<file path="config.mk">
export PLATFORM = sky130hd
export DESIGN_NAME = uart_rx
export DESIGN_NICKNAME = d
export VERILOG_FILES = /design/src/rtl/uart_rx.sv
export SDC_FILE = /design/constraint.sdc
export NUM_CORES = 1
export LEC_CHECK = 0
export CORE_MARGIN = 2
export CORE_UTILIZATION = 50
export DETAILED_ROUTE_END_ITERATION = 8
export DONT_BUFFER_PORTS = 1
export HOLD_SLACK_MARGIN = 0.06
export SETUP_SLACK_MARGIN = 0.4
export SYNTH_ARGS = -nofsm -noshare
export SYNTH_HDL_FRONTEND = slang
export SYNTH_SLANG_ARGS = --single-unit
</file>
<file path="constraint.sdc">
create_clock -name clk -period 5 [get_ports clk]
set_input_delay 0.5 -clock clk [delete_from_list [all_inputs] [get_ports clk]]
set_output_delay 0.5 -clock clk [all_outputs]
set_load 0.01 [all_outputs]
</file>
<file path="src/rtl/uart_rx.sv">
`default_nettype none
// ============================================================================
// Module   : uart_rx
// Brief    : 8N1 UART receiver, mid-bit sampling, framing/parity strobes.
//            Define UART_RX_PARITY_EN for 8E1 frames (even parity bit).
// Revision : 1.0  initial release
// ============================================================================
module uart_rx #(
  parameter int CLKS_PER_BIT = 434
) (
  input  logic       clk,
  input  logic       rst_n,
  input  logic       rx,
  output logic       new_byte,
  output logic [7:0] the_byte,
  output logic       framing_err,
  output logic       parity_err
);

  localparam logic [15:0] c_full_tc = 16'(CLKS_PER_BIT - 1);
  localparam logic [15:0] c_half_tc = 16'(CLKS_PER_BIT / 2 - 1);

  typedef enum logic [2:0] {
    S_IDLE   = 3'd0,
    S_START  = 3'd1,
    S_DATA   = 3'd2,
    S_STOP   = 3'd3,
    S_BREAK  = 3'd4
`ifdef UART_RX_PARITY_EN
    , S_PARITY = 3'd5
`endif
  } state_t;

  state_t      r_state, w_state_next;
  logic        r_rx_meta, r_rx_s;
  logic [1:0]  r_sync_vld;
  logic        r_armed;
  logic [15:0] r_timer, w_timer_next;
  logic [2:0]  r_index, w_index_next;
  logic [7:0]  r_shift, w_shift_next;
  logic [7:0]  r_byte, w_byte_next;
  logic        r_new_byte, w_new_byte_next;
  logic        r_framing_err, w_framing_err_next;
  logic        w_full, w_half;

  assign w_full = (r_timer == c_full_tc);
  assign w_half = (r_timer == c_half_tc);

`ifdef UART_RX_PARITY_EN
  logic r_par_bit, w_par_bit_next;
  logic r_parity_err, w_parity_err_next;
`endif

  // r_armed blocks IDLE until rx_s has been genuinely high since reset, so a
  // frame already in flight at reset release is not picked up mid-way.
  always_ff @(posedge clk) begin
    if (!rst_n) begin
      r_rx_meta     <= 1'b1;
      r_rx_s        <= 1'b1;
      r_sync_vld    <= 2'b00;
      r_armed       <= 1'b0;
      r_state       <= S_IDLE;
      r_timer       <= '0;
      r_index       <= '0;
      r_shift       <= '0;
      r_byte        <= 8'h00;
      r_new_byte    <= 1'b0;
      r_framing_err <= 1'b0;
    end else begin
      r_rx_meta     <= rx;
      r_rx_s        <= r_rx_meta;
      r_sync_vld    <= {r_sync_vld[0], 1'b1};
      r_armed       <= r_armed | (r_sync_vld[1] & r_rx_s);
      r_state       <= w_state_next;
      r_timer       <= w_timer_next;
      r_index       <= w_index_next;
      r_shift       <= w_shift_next;
      r_byte        <= w_byte_next;
      r_new_byte    <= w_new_byte_next;
      r_framing_err <= w_framing_err_next;
    end
  end

`ifdef UART_RX_PARITY_EN
  always_ff @(posedge clk) begin
    if (!rst_n) begin
      r_par_bit    <= 1'b0;
      r_parity_err <= 1'b0;
    end else begin
      r_par_bit    <= w_par_bit_next;
      r_parity_err <= w_parity_err_next;
    end
  end
`endif

  always_comb begin
    w_state_next       = r_state;
    w_timer_next       = r_timer + 16'd1;
    w_index_next       = r_index;
    w_shift_next       = r_shift;
    w_byte_next        = r_byte;
    w_new_byte_next    = 1'b0;
    w_framing_err_next = 1'b0;
`ifdef UART_RX_PARITY_EN
    w_par_bit_next     = r_par_bit;
    w_parity_err_next  = 1'b0;
`endif
    case (r_state)
      S_IDLE: begin
        w_timer_next = '0;
        if (r_armed && !r_rx_s) w_state_next = S_START;
      end
      S_START: begin
        if (w_half) begin
          w_timer_next = '0;
          w_index_next = '0;
          w_state_next = r_rx_s ? S_IDLE : S_DATA;
        end
      end
      S_DATA: begin
        if (w_full) begin
          w_timer_next          = '0;
          w_shift_next[r_index] = r_rx_s;
          w_index_next          = r_index + 3'd1;
          if (r_index == 3'd7) begin
`ifdef UART_RX_PARITY_EN
            w_state_next = S_PARITY;
`else
            w_state_next = S_STOP;
`endif
          end
        end
      end
`ifdef UART_RX_PARITY_EN
      S_PARITY: begin
        if (w_full) begin
          w_timer_next   = '0;
          w_par_bit_next = r_rx_s;
          w_state_next   = S_STOP;
        end
      end
`endif
      S_STOP: begin
        if (w_full) begin
          w_timer_next = '0;
          if (!r_rx_s) begin
            w_framing_err_next = 1'b1;
            w_state_next       = S_BREAK;
`ifdef UART_RX_PARITY_EN
          end else if (^{r_shift, r_par_bit}) begin
            w_parity_err_next = 1'b1;
            w_state_next      = S_IDLE;
`endif
          end else begin
            w_byte_next     = r_shift;
            w_new_byte_next = 1'b1;
            w_state_next    = S_IDLE;
          end
        end
      end
      S_BREAK: begin
        w_timer_next = '0;
        if (r_rx_s) w_state_next = S_IDLE;
      end
      default: begin
        w_timer_next = '0;
        w_state_next = S_IDLE;
      end
    endcase
  end

  assign new_byte    = r_new_byte;
  assign the_byte    = r_byte;
  assign framing_err = r_framing_err;
`ifdef UART_RX_PARITY_EN
  assign parity_err  = r_parity_err;
`else
  assign parity_err  = 1'b0;
`endif

endmodule
`default_nettype wire

</file>
### Word level (Yosys, flattened, before mapping)

Cells that the tools add are included.

* register bits: 45
* input port bits: 3
* output and inout port bits: 11

* magnitude comparators: 2
* reduce and logical (&&, ||, !) cells: 11
* add/sub/neg operators: 2
* eq/ne operators: 13
* bitwise logic cells: 2
* mux-type cells: 21

Operators with widths (number)
* 16-bit 2-to-1 mux: 2
* 16-bit one-hot mux with 2 select lines: 1
* 3-bit 2-to-1 mux: 9
* 16-bit by 1-bit adder with 16-bit output (second input constant): 1
* 16-bit by 8-bit equality test with 1-bit output (second input constant): 1
* 16-bit by 9-bit equality test with 1-bit output (second input constant): 1
* 3-bit one-hot mux with 5 select lines: 1
* 2-bit inequality test (second input constant): 6
* 3-bit AND reduction: 3
* 8-bit bitwise mux: 1
* 3-bit by 2-bit equality test with 1-bit output (second input constant): 2
* 3-bit equality test (second input constant): 2
* 3-bit one-hot mux with 2 select lines: 1
* 6-bit AND reduction: 1
* 3-bit by 4-bit less-than comparator with 1-bit output (second input constant): 1
* 1-bit 2-to-1 mux: 4
* 3-bit by 1-bit adder with 3-bit output (second input constant): 1
* 1-bit demux with 3-bit select: 1
* 3-bit by 1-bit equality test with 1-bit output (second input constant): 1
* 3-bit by 1-bit greater-or-equal comparator with 1-bit output (second input constant): 1
* 3-bit zero test: 1
* 1-bit logical AND: 2
* 2-bit 2-to-1 mux: 1
* 2-bit AND reduction: 1
* 5 further kinds: 5

### Depth between registers and ports, before layout

* depth in word-level cells: 5
* mapped depth: 7
* mapped depth without buffers: 6

### Worst setup path before layout

Ideal clock, no wire load.

* path kind: register to register
* start: register r_timer[0]
* end: register r_timer[0]
* path buffers: 1
* cell stages (with the launch flop): 7
* clock period less this slack: 1599 ps
* setup slack: 3401 ps
* arrival time: 1476 ps
* data required time: 4877 ps
* path through: dfxtp_1 ha_1 and4bb_2 nand4_1 a22oi_4 buf_12 nor3_2

* longest elaborated chain between the ends: 3
* elaborated cells on any way between the ends: 6
* classes of those cells: add/sub (1); eq/ne (2); mux (3)

Ends and longest elaborated chain
* from (decl): line 38 `logic [15:0] r_timer, w_timer_next;`
* from (signal assigned): line 75 `r_timer <= w_timer_next;`
* 16-bit by 1-bit adder with 16-bit output (tied with other cells): line 98 `w_timer_next = r_timer + 16'd1;`
* 16-bit 2-to-1 mux (on tied branches): line 121, 144, 114
* 16-bit one-hot mux with 2 select lines *: line 108 `case (r_state)`

Every way passes the cells marked *; elsewhere a longest branch is shown, timed or not.
A chain may end at the register's enable or synchronous reset.

### Worst setup path in the final report

* start: register r_timer[0]
* end: register r_state[0]

* longest elaborated chain between the ends: 3
* elaborated cells on any way between the ends: 6
* classes of those cells: eq/ne (5); reduce/logical (1)

Ends and longest elaborated chain
* 16-bit by 8-bit equality test with 1-bit output / 16-bit by 9-bit equality test with 1-bit output (equally long branches): line 47, 46
* 2-bit inequality test (no line)
* 6-bit AND reduction (no line) *
* to (signal assigned): line 74 `r_state <= w_state_next;`
* to (decl): line 34 `state_t r_state, w_state_next;`

Marks and branches as above.

==> key figures <==
Placed design
  – Post-DP Area: 2180 sq um
  – Routability Congestion: 0.8421
  – Port bufs: 0
  – Final HPWL DP: 2729 um
  – Placed cell count: 267

Floorplan
  – Boundary Pins: 14
  – Core area: 4324 sq um
  – Die area: 5023 sq um
  – Row count: 24
  – Die width: 70.87 um
  – Die Span Y: 70.87 um
  – Initial Util: 51.71%

Drt
  – Residual DRC: 0
  – Final antenna-violating net count: 0
  – TritonRoute pass-1 iters: 5
  – DR vias/cell: 5.687
  – Per-cell routed wire length: 14.38 um
  – DR iter-0 viols: 76
  – Via count: 1564
  – Overall routed net length: 3954 um

Synthesis
  – Register area share after synthesis: 40.29%
  – Post-Syn Area: 2236 sq um
  – Avg Cell Area, Syn: 9.679 sq um
  – Area contributors post-synth: dfxtp_1, mux2i_1, nand2_1
  – Post-synth top area share: 40.29%
  – Cell variety after synth: 49
  – Syn nets: 239
  – Yosys warning count: 0
  – Post-synthesis cell count: 231
  – FF+latch count, synth: 45
  – Area leader, netlist: dfxtp_1

STA
  – RSZ-0062 raised after global routing: false
  – Fmax: 506.0 MHz
  – Clk_skew: 9.538 ps
  – Max-slew violation count: 0
  – Final period util: 39.52%
  – Worst Hold Slack: 226.3 ps
  – Setup-failing EPs final: 0
  – Final min period: 1976 ps
  – Least-Margin Pin Slew: 621.2 ps
  – Slew headroom: 58.58%
  – Final hold vios: 0
  – Final setup TNS: 0 ps

Cells and area
  – Most common cell after layout, fill and taps aside: dfxtp_1
  – Area Growth Syn to Fin: 1.231%
  – Cell Count, Final, Fillers Out: 275
  – Most frequent cells in the layout: dfxtp_1, nand2_1, mux2i_1
  – Fin nets: 230
  – Number of fill cells: 413
  – Post-route cell area: 2263 sq um
  – Share of cells above drive strength 1: 13.45%
  – # diodes: 0

Clock tree
  – Number of H-tree levels: 2
  – Post-CTS Setup Bufs: 0
  – CTS buffer count: 5
  – Max clock buf depth: 2
  – Post-CTS Resized: 0
  – # clock sinks: 45
  – Worst skew pair latency: 300 ps
  – CTS tree: built
  – Clk slew on worst S/H paths: 90 ps
  – Clock root buffer: clkbuf_8
  – CTS Hold Bufs: 0

Global route
  – Initial antenna violation count: 0
  – Largest net degree at the start of global routing: 34
  – GRT Total Usage: 17.44%
  – First-pass GRT wire length: 7086 um
  – Grt total ovfl: 0
  – Vias in the first global route: 1482

Power and ir drop
  – Pwr dens: 259.8 nW/um^2
  – VDD IR-drop max: 0.1537 mV
  – Leak: 0.8159 nW

Run status
  – Run status: finished, final reports clean

Setup path
  – CP arrival: 2200 ps
  – Crit. End Element: flip-flop
  – Setup Crit Path Kind: flip-flop to flip-flop
  – Worst Path Required: 5220 ps
  – Crit start category: flip-flop
  – Critical path fanouts, max: 17

Run
  – MaxCap Viol Count: 0

Min path
  – Hold Path Class: primary input to flip-flop
## layer usage
metal  track usage, %  routed length, um  vias to the layer above
li1                 -                  -                      800
met1            24.44               1925                      731
met2            25.55               1803                       26
met3            5.983                178                        7
met4            5.241                 46                        0
met5                0                  0                        -
## synthesized netlist by cell type (all sizes together)
master / n
dfxtp: 45
nand2: 30
nor3: 20
mux2i: 17
nand4: 12
buf: 10
xnor2: 10
nand3: 9
nor2: 9
clkbuf: 6
ha: 5
nand4b: 5
nor4: 5
and3: 4
inv: 4
nand2b: 4
xor2: 4
nor2b: 3
o31ai: 3
a21oi: 2
a22oi: 2
and2: 2
and4b: 2
and4bb: 2
nor3b: 2
nor4bb: 2
o21ai: 2
a211oi: 1
a31oi: 1
and2b: 1
and4: 1
conb: 1
nor4b: 1
o211ai: 1
o31a: 1
or2b: 1
or3b: 1
## final cells by class
class	instances	area [sq um]	area share [%]
tap	52	65.06	2.875
clock inverter	1	7.507	0.3317
clock buffer	7	76.32	3.372
sequential	45	900.9	39.80
multi-input combinational	166	1199	52.96
inverter	4	15.01	0.6634
## state kept, by name (all words and copies together) (netlist names)
name,count
r_shift,8
r_sync_vld,2
framing_err,1
new_byte,1
the_byte,8
r_index,3
r_state,3
r_rx_meta,1
r_armed,1
r_rx_s,1
r_timer,16
## metrics by stage
step,worst slack (ps),power (mW),utilization [%]
4_1_cts,3023,0.5947,52.34
3_3_place_gp,3120,0.3815,50.41
2_1_floorplan,3401,0.3849,-
6_report,3024,0.5880,52.34
5_1_grt,2899,0.6109,52.34
3_5_place_dp,3048,0.3818,50.41
## logic make-up after synthesis
| kind of cell | after synthesis | synth area share [%] |
|---|---|---|
| AND/OR/NAND/NOR | 116 | 33.02 |
| flip-flops | 45 | 40.29 |
| buffers and inverters | 20 | 6.099 |
| multiplexers | 17 | 7.610 |
| XOR/XNOR | 14 | 5.484 |
| AO/OA/AOI/OAI | 13 | 4.533 |
| adder cells (fa/ha/maj) | 5 | 2.798 |
| other | 1 | 0.1677 |
## critical path: stages (launching register included)
cell and delay [ps]:
dfxtp_1 470, ha_1 210, and4bb_2 250, nand4_1 170, a22oi_4 570, mux2i_1 240
## path summary, 6_finish.rpt
| check | startpoint | slack, ps | endpoint | cells past startpoint |
|---|---|---|---|---|
| hold / removal | rst_n | 230 | r_sync_vld[0] | 0 |
| setup reg to reg | r_timer[0] | 3020 | r_state[0] | 5 |
| setup / recovery | r_timer[0] | 3020 | r_state[0] | 5 |
| hold reg to reg | r_rx_meta | 420 | r_rx_s | 1 |
## power breakdown
part           internal (mW)  total (mW)  switching, mW
clock network         0.0989       0.215          0.116
logic                0.00348      0.0103        0.00678
registers              0.361       0.363        0.00242
total                  0.463       0.588          0.125
No activity file was read; power rests on OpenSTA's default activity.
